==> src/rtl/mips_pkg.sv <==
// Shared MIPS decode definitions: opcodes, funct codes, ALU control codes and the control bundle.
package mips_pkg;

    localparam int unsigned OP_W    = 6;
    localparam int unsigned ALU_W   = 3;
    localparam int unsigned REG_A_W = 5;

    localparam logic [OP_W-1:0] OP_RTYPE = 6'h00;
    localparam logic [OP_W-1:0] OP_LW    = 6'h23;
    localparam logic [OP_W-1:0] OP_SW    = 6'h2B;
    localparam logic [OP_W-1:0] OP_BEQ   = 6'h04;
    localparam logic [OP_W-1:0] OP_ADDI  = 6'h08;
    localparam logic [OP_W-1:0] OP_J     = 6'h02;

    localparam logic [OP_W-1:0] FN_ADD = 6'h20;
    localparam logic [OP_W-1:0] FN_SUB = 6'h22;
    localparam logic [OP_W-1:0] FN_AND = 6'h24;
    localparam logic [OP_W-1:0] FN_OR  = 6'h25;
    localparam logic [OP_W-1:0] FN_SLT = 6'h2A;

    localparam logic [ALU_W-1:0] ALU_AND = 3'b000;
    localparam logic [ALU_W-1:0] ALU_OR  = 3'b001;
    localparam logic [ALU_W-1:0] ALU_ADD = 3'b010;
    localparam logic [ALU_W-1:0] ALU_SUB = 3'b110;
    localparam logic [ALU_W-1:0] ALU_SLT = 3'b111;

    typedef struct packed {
        logic             reg_write;
        logic             memto_reg;
        logic             mem_write;
        logic             alu_src;
        logic             reg_dst;
        logic             branch;
        logic             jump;
        logic [ALU_W-1:0] alu_control;
    } ctrl_t;

    // Main control plus ALU decoder; unrecognised opcodes decode to a NOP.
    function automatic ctrl_t decode_ctrl(input logic [OP_W-1:0] op, input logic [OP_W-1:0] funct);
        ctrl_t c;
        c = '0;
        case (op)
            OP_RTYPE: begin
                c.reg_write = 1'b1;
                c.reg_dst   = 1'b1;
                case (funct)
                    FN_ADD:  c.alu_control = ALU_ADD;
                    FN_SUB:  c.alu_control = ALU_SUB;
                    FN_AND:  c.alu_control = ALU_AND;
                    FN_OR:   c.alu_control = ALU_OR;
                    FN_SLT:  c.alu_control = ALU_SLT;
                    default: c.alu_control = ALU_ADD;
                endcase
            end
            OP_LW: begin
                c.reg_write   = 1'b1;
                c.alu_src     = 1'b1;
                c.memto_reg   = 1'b1;
                c.alu_control = ALU_ADD;
            end
            OP_SW: begin
                c.mem_write   = 1'b1;
                c.alu_src     = 1'b1;
                c.alu_control = ALU_ADD;
            end
            OP_BEQ: begin
                c.branch      = 1'b1;
                c.alu_control = ALU_SUB;
            end
            OP_ADDI: begin
                c.reg_write   = 1'b1;
                c.alu_src     = 1'b1;
                c.alu_control = ALU_ADD;
            end
            OP_J: begin
                c.jump = 1'b1;
            end
            default: c = '0;
        endcase
        return c;
    endfunction

endpackage

==> src/rtl/reg_file.sv <==
// Register file: two combinational read ports with write-through, one write port, $0 hardwired to zero.
module reg_file
    import mips_pkg::*;
#(
    parameter int unsigned width = 32,
    parameter int unsigned regs  = 32
) (
    input  logic                 clk,
    input  logic                 rst_n,
    input  logic [REG_A_W-1:0]   ra1,
    input  logic [REG_A_W-1:0]   ra2,
    output logic [width-1:0]     rd1,
    output logic [width-1:0]     rd2,
    input  logic                 we,
    input  logic [REG_A_W-1:0]   wa,
    input  logic [width-1:0]     wd
);

    logic [width-1:0] mem [regs];
    logic             wr_en;

    assign wr_en = we && (wa != '0);

    always_ff @(posedge clk or negedge rst_n) begin
        if (!rst_n) begin
            for (int i = 0; i < int'(regs); i++) begin
                mem[i] <= '0;
            end
        end else if (wr_en) begin
            mem[wa] <= wd;
        end
    end

    // Same-cycle writeback is bypassed so decode sees the value being written.
    always_comb begin
        rd1 = mem[ra1];
        rd2 = mem[ra2];
        if (wr_en && (wa == ra1)) rd1 = wd;
        if (wr_en && (wa == ra2)) rd2 = wd;
        if (ra1 == '0) rd1 = '0;
        if (ra2 == '0) rd2 = '0;
    end

endmodule

==> src/rtl/decode_stage.sv <==
// MIPS instruction-decode stage: control decode, register read, early beq resolution and the ID/EX register.
module decode_stage
    import mips_pkg::*;
#(
    parameter int unsigned width = 32,
    parameter int unsigned regs  = 32
) (
    input  logic                 clk,
    input  logic                 rst_n,
    input  logic [width-1:0]     InstrD,
    input  logic [width-1:0]     PCPlus4D,
    input  logic                 RegWriteW,
    input  logic [REG_A_W-1:0]   WriteRegW,
    input  logic [width-1:0]     ResultW,
    input  logic [width-1:0]     ALUOutM,
    input  logic                 ForwardAD,
    input  logic                 ForwardBD,
    input  logic                 FlushE,
    output logic                 PCSrcD,
    output logic                 JumpD,
    output logic [width-1:0]     PCBranchD,
    output logic                 BranchD,
    output logic [REG_A_W-1:0]   RsD,
    output logic [REG_A_W-1:0]   RtD,
    output logic                 RegWriteE,
    output logic                 MemtoRegE,
    output logic                 MemWriteE,
    output logic                 ALUSrcE,
    output logic                 RegDstE,
    output logic [ALU_W-1:0]     ALUControlE,
    output logic [width-1:0]     RD1E,
    output logic [width-1:0]     RD2E,
    output logic [width-1:0]     SignImmE,
    output logic [REG_A_W-1:0]   RsE,
    output logic [REG_A_W-1:0]   RtE,
    output logic [REG_A_W-1:0]   RdE
);

    ctrl_t              ctrl;
    logic [width-1:0]   rd1;
    logic [width-1:0]   rd2;
    logic [width-1:0]   sign_imm;
    logic [width-1:0]   cmp_a;
    logic [width-1:0]   cmp_b;
    logic [REG_A_W-1:0] rd_field;
    logic               unused_shamt;

    assign ctrl         = decode_ctrl(InstrD[31:26], InstrD[5:0]);
    assign RsD          = InstrD[25:21];
    assign RtD          = InstrD[20:16];
    assign rd_field     = InstrD[15:11];
    assign unused_shamt = ^InstrD[10:6];
    assign sign_imm     = {{(width-16){InstrD[15]}}, InstrD[15:0]};

    reg_file #(
        .width (width),
        .regs  (regs)
    ) u_reg_file (
        .clk   (clk),
        .rst_n (rst_n),
        .ra1   (RsD),
        .ra2   (RtD),
        .rd1   (rd1),
        .rd2   (rd2),
        .we    (RegWriteW),
        .wa    (WriteRegW),
        .wd    (ResultW)
    );

    // Early branch resolution with the memory-stage result forwarded in.
    assign cmp_a     = ForwardAD ? ALUOutM : rd1;
    assign cmp_b     = ForwardBD ? ALUOutM : rd2;
    assign BranchD   = ctrl.branch;
    assign JumpD     = ctrl.jump;
    assign PCSrcD    = ctrl.branch && (cmp_a == cmp_b);
    assign PCBranchD = PCPlus4D + (sign_imm << 2);

    // ID/EX pipeline register; a flush inserts a bubble.
    always_ff @(posedge clk or negedge rst_n) begin
        if (!rst_n) begin
            RegWriteE   <= 1'b0;
            MemtoRegE   <= 1'b0;
            MemWriteE   <= 1'b0;
            ALUSrcE     <= 1'b0;
            RegDstE     <= 1'b0;
            ALUControlE <= '0;
            RD1E        <= '0;
            RD2E        <= '0;
            SignImmE    <= '0;
            RsE         <= '0;
            RtE         <= '0;
            RdE         <= '0;
        end else if (FlushE) begin
            RegWriteE   <= 1'b0;
            MemtoRegE   <= 1'b0;
            MemWriteE   <= 1'b0;
            ALUSrcE     <= 1'b0;
            RegDstE     <= 1'b0;
            ALUControlE <= '0;
            RD1E        <= '0;
            RD2E        <= '0;
            SignImmE    <= '0;
            RsE         <= '0;
            RtE         <= '0;
            RdE         <= '0;
        end else begin
            RegWriteE   <= ctrl.reg_write;
            MemtoRegE   <= ctrl.memto_reg;
            MemWriteE   <= ctrl.mem_write;
            ALUSrcE     <= ctrl.alu_src;
            RegDstE     <= ctrl.reg_dst;
            ALUControlE <= ctrl.alu_control;
            RD1E        <= rd1;
            RD2E        <= rd2;
            SignImmE    <= sign_imm;
            RsE         <= RsD;
            RtE         <= RtD;
            RdE         <= rd_field;
        end
    end

endmodule
==> config.mk <==
export PLATFORM = sky130hd
export DESIGN_NAME = decode_stage
export DESIGN_NICKNAME = d
export VERILOG_FILES = /design/src/rtl/mips_pkg.sv /design/src/rtl/reg_file.sv /design/src/rtl/decode_stage.sv
export SDC_FILE = /design/constraint.sdc
export NUM_CORES = 2
export LEC_CHECK = 0
export CORE_UTILIZATION = 55
export DETAILED_ROUTE_END_ITERATION = 10
export PLACE_DENSITY_LB_ADDON = 0.2
export SLEW_MARGIN = 15
export SYNTH_ARGS = -nofsm -noshare
export SYNTH_HDL_FRONTEND = slang
export SYNTH_SLANG_ARGS = --single-unit
==> constraint.sdc <==
create_clock -name clk -period 5.1 [get_ports clk]
set_clock_uncertainty 0.15 [all_clocks]
set_input_delay 1.02 -clock clk [delete_from_list [all_inputs] [get_ports clk]]
set_output_delay 1.02 -clock clk [all_outputs]
set_load 0.005 [all_outputs]
==> results.json <==
{
  "grt-ovfl-total": 0,
  "hold_class": "input pin to asynchronous set/reset pin",
  "drv_slew": 0,
  "routed_wirelength_um": 253000,
  "multi_input_comb_area_um2": 32100,
  "hold_viol": 0,
  "seq_area_um2": 28100,
  "clock_latency_ns": 0.75,
  "cts_buffers": 121,
  "synth_cell_types": 83,
  "crit_path_cell_trace": "buf_16, buf_12, buf_4, nor2_2, buf_4, buf_12, a32oi_1, nand4_1, o221ai_4, buf_6, o211ai_1, buf_4, o21ai_4, xnor2_4, nor4_2, o2111ai_2, nor4b_4, o2111a_2, buf_2",
  "start_kind": "input pin",
  "fmax_mhz": 172,
  "die_y_um": 337,
  "cpMostUsedCell": "buf_4",
  "dpl.hpwl_um": 173000,
  "setup_ws_ns": -0.718,
  "drt_iter0_drc": 7326,
  "dieArea_um2": 114000,
  "status": "finished, violations left",
  "power_density_nw_per_um2": 369,
  "power.static_leakage_nw": 34.8,
  "tightest_slew_ns": 1.24,
  "critPathMaxStageDelay_ns": 0.38,
  "grtUsageTotal_pct": 44.5,
  "antenna_found_initial": 18,
  "synth_seq_cells": 1122,
  "cts_hold_buf": 0,
  "ant_nets": 0,
  "critPathRequiredTime_ns": 3.93,
  "die_w_um": 337,
  "maxSlewHeadroom_pct": 17.3,
  "grt_max_degree": 129,
  "place.gp.congestion": 1.03,
  "rsz0062_at_grt": "yes",
  "viasPerCell": 6.97,
  "drcViolationCount": 0,
  "max-vdd-ir-drop_mv": 0.301,
  "maxCapViolCount": 0,
  "nFillCells": 7704,
  "synth_edf_count": 0,
  "path_max_fanout": 6,
  "finalCritPeriodShare_pct": 114,
  "yosysWarnings": 0,
  "vias": 49300,
  "syn_inst": 4638,
  "place_area_um2": 71500,
  "ys.flop_type": "dfrtp_1",
  "ys_async_sr_fraction_pct": 100,
  "dr.pass1.iters": 6,
  "syn_to_final_growth_pct": 25.5,
  "cpMaxStageDelayCell": "o221ai_4",
  "syn_area_per_cell_um2": 13.3,
  "violations": "negative setup slack",
  "io_pins": 303,
  "syn_area_um2": 61800,
  "cts-root-buf": "clkbuf_16",
  "core_area_um2": 111000,
  "drive_above_1_share_pct": 48.2,
  "layout.nets": 5641,
  "grt_pass1_wl_um": 356000,
  "final_area_um2": 77500,
  "clockBufferDepth": 3,
  "synth.net_count": 4807,
  "cts_htree_levels": 3,
  "finalSetupViolations": 3,
  "clkSlewWorstSetupHoldPaths_ns": 0.06,
  "power_mw": 28.6,
  "cts_tree": "built",
  "start_util_pct": 55.7,
  "numClockSinks": 1122,
  "rows": 122,
  "layout_min_cycle_time_ns": 5.82,
  "wire_per_inst_um": 35.8,
  "crit_path_end_kind": "output port",
  "io_buffer_count": 298,
  "critical_path_class": "input pin to output port",
  "worstPathArrival_ns": 4.65,
  "yosysSeqAreaShare_pct": 45.4,
  "grt_pass1_vias": 48700
}
## metrics by stage
step	TNS [ns]	worst slack, ns	utilization (%)	hold slack [ns]	instances
2_1_floorplan	0	0.00484	-	0.291	4638
5_1_grt	-1.45	-0.726	69.9	0.242	7064
4_1_cts	-1.35	-0.623	69.2	0.200	7028
3_3_place_gp	-21.34	-1.43	64.4	0.227	6749
3_5_place_dp	-21.93	-1.54	64.4	0.235	6749
6_report	-1.28	-0.718	69.9	0.191	7070
## cells in the mapped netlist, types with 18 or more instances
cell / count / area share (%)
a211oi_1: 32 / 0.39
a21o_1: 25 / 0.30
a21oi_1: 78 / 0.63
a221oi_1: 41 / 0.58
a22o_1: 20 / 0.28
a22oi_1: 104 / 1.3
a31oi_1: 20 / 0.20
and3_1: 18 / 0.18
buf_1: 34 / 0.21
buf_2: 62 / 0.50
buf_4: 82 / 1.0
buf_6: 26 / 0.47
clkbuf_1: 283 / 1.7
dfrtp_1: 1122 / 45
ha_1: 29 / 0.59
inv_1: 30 / 0.18
mux2_2: 934 / 17
mux2i_1: 254 / 4.1
mux4_2: 415 / 15
nand2_1: 224 / 1.4
nand3_1: 51 / 0.41
nand4_1: 23 / 0.23
nor2_1: 144 / 0.87
nor2b_1: 50 / 0.51
nor3_1: 36 / 0.29
o211ai_1: 29 / 0.35
o21ai_0: 139 / 1.1
o22ai_1: 27 / 0.27
xnor2_1: 66 / 0.94
xor2_1: 37 / 0.52
## worst max-delay path: cells and delay by family
family | cells | cell delay, ns
AND/OR/NAND/NOR | 4 | 0.88
XOR/XNOR | 1 | 0.10
buffers and inverters | 8 | 1.27
AO/OA/AOI/OAI | 6 | 1.33
## logic make-up after synthesis
kind of cell	Yosys count	synth area share, %
AND/OR/NAND/NOR	639	4.91
buffers and inverters	530	4.30
flip-flops	1122	45.4
AO/OA/AOI/OAI	603	6.70
multiplexers	1611	36.6
XOR/XNOR	103	1.46
adder cells (fa/ha/maj)	30	0.619
## layout make-up
class	count	area share (%)
multi-input combinational	2986	41.4
sequential	1122	36.2
timing repair buffer	1207	14.4
clock buffer	168	4.50
tap	1488	2.40
clock inverter	57	0.970
inverter	34	0.165
antenna	8	0.0258
## sequential cells by signal, indices dropped and copies added, names as in the netlist, 3 cells and up
name / count
RtE: 5
RD2E: 32
ALUControlE: 3
RD1E: 32
SignImmE: 12
RdE: 4
u_reg_file.mem: 1024
RsE: 5
## layout by cell type, fill, tap and decap left out, types with 27 or more instances in the layout
cell,count
nand2_1,207
a221oi_1,28
buf_12,81
buf_4,779
a22oi_1,101
nor3_1,32
mux2_2,934
mux2i_1,252
o22ai_1,27
o21ai_0,122
o211ai_1,29
xor2_1,37
buf_6,40
nor2b_1,42
dfrtp_1,1122
mux4_2,415
nor2_1,122
nand3_1,46
xnor2_1,60
clkbuf_16,127
a21oi_1,70
clkdlybuf4s50_1,252
## worst paths after layout
path / from / end / slack (ns) / cells after the start
min in group clk: u_reg_file.mem[1017] / u_reg_file.mem[1017] / 0.25 / 0
worst min-delay path: rst_n / ALUControlE[0] / 0.19 / 1
worst max register to register: u_reg_file.mem[568] / RD1E[24] / -0.17 / 35
worst max-delay path: InstrD[21] / PCSrcD / -0.72 / 19
worst min register to register: u_reg_file.mem[1017] / u_reg_file.mem[1017] / 0.25 / 0
max in group asynchronous: rst_n / u_reg_file.mem[351] / 3.31 / 3
## timing repair
action                                  in CTS  in global routing
gates cloned                                 3                  4
setup buffers                               55                 32
endpoints found under the setup margin      25                 16
gates resized for setup                    195                125
pin swaps                                   51                 51
## per-layer routing
metal	vias to the layer above	GRT usage, %	share of wire [%]	routed length, um
li1	19200	-	-	-
met1	25200	56.5	35	89600
met2	3816	63.6	42	107000
met3	1061	15.9	14	35000
met4	22	31.4	8.4	21400
met5	-	0	0.060	152
## where the power goes
part / switching [mW] / total (mW) / internal (mW)
logic: 3.38 / 7.42 / 4.04
clock network: 3.90 / 9.43 / 5.53
registers: 1.24 / 11.7 / 10.5
total: 8.51 / 28.6 / 20.1
Power figures use the tool's default switching activity.
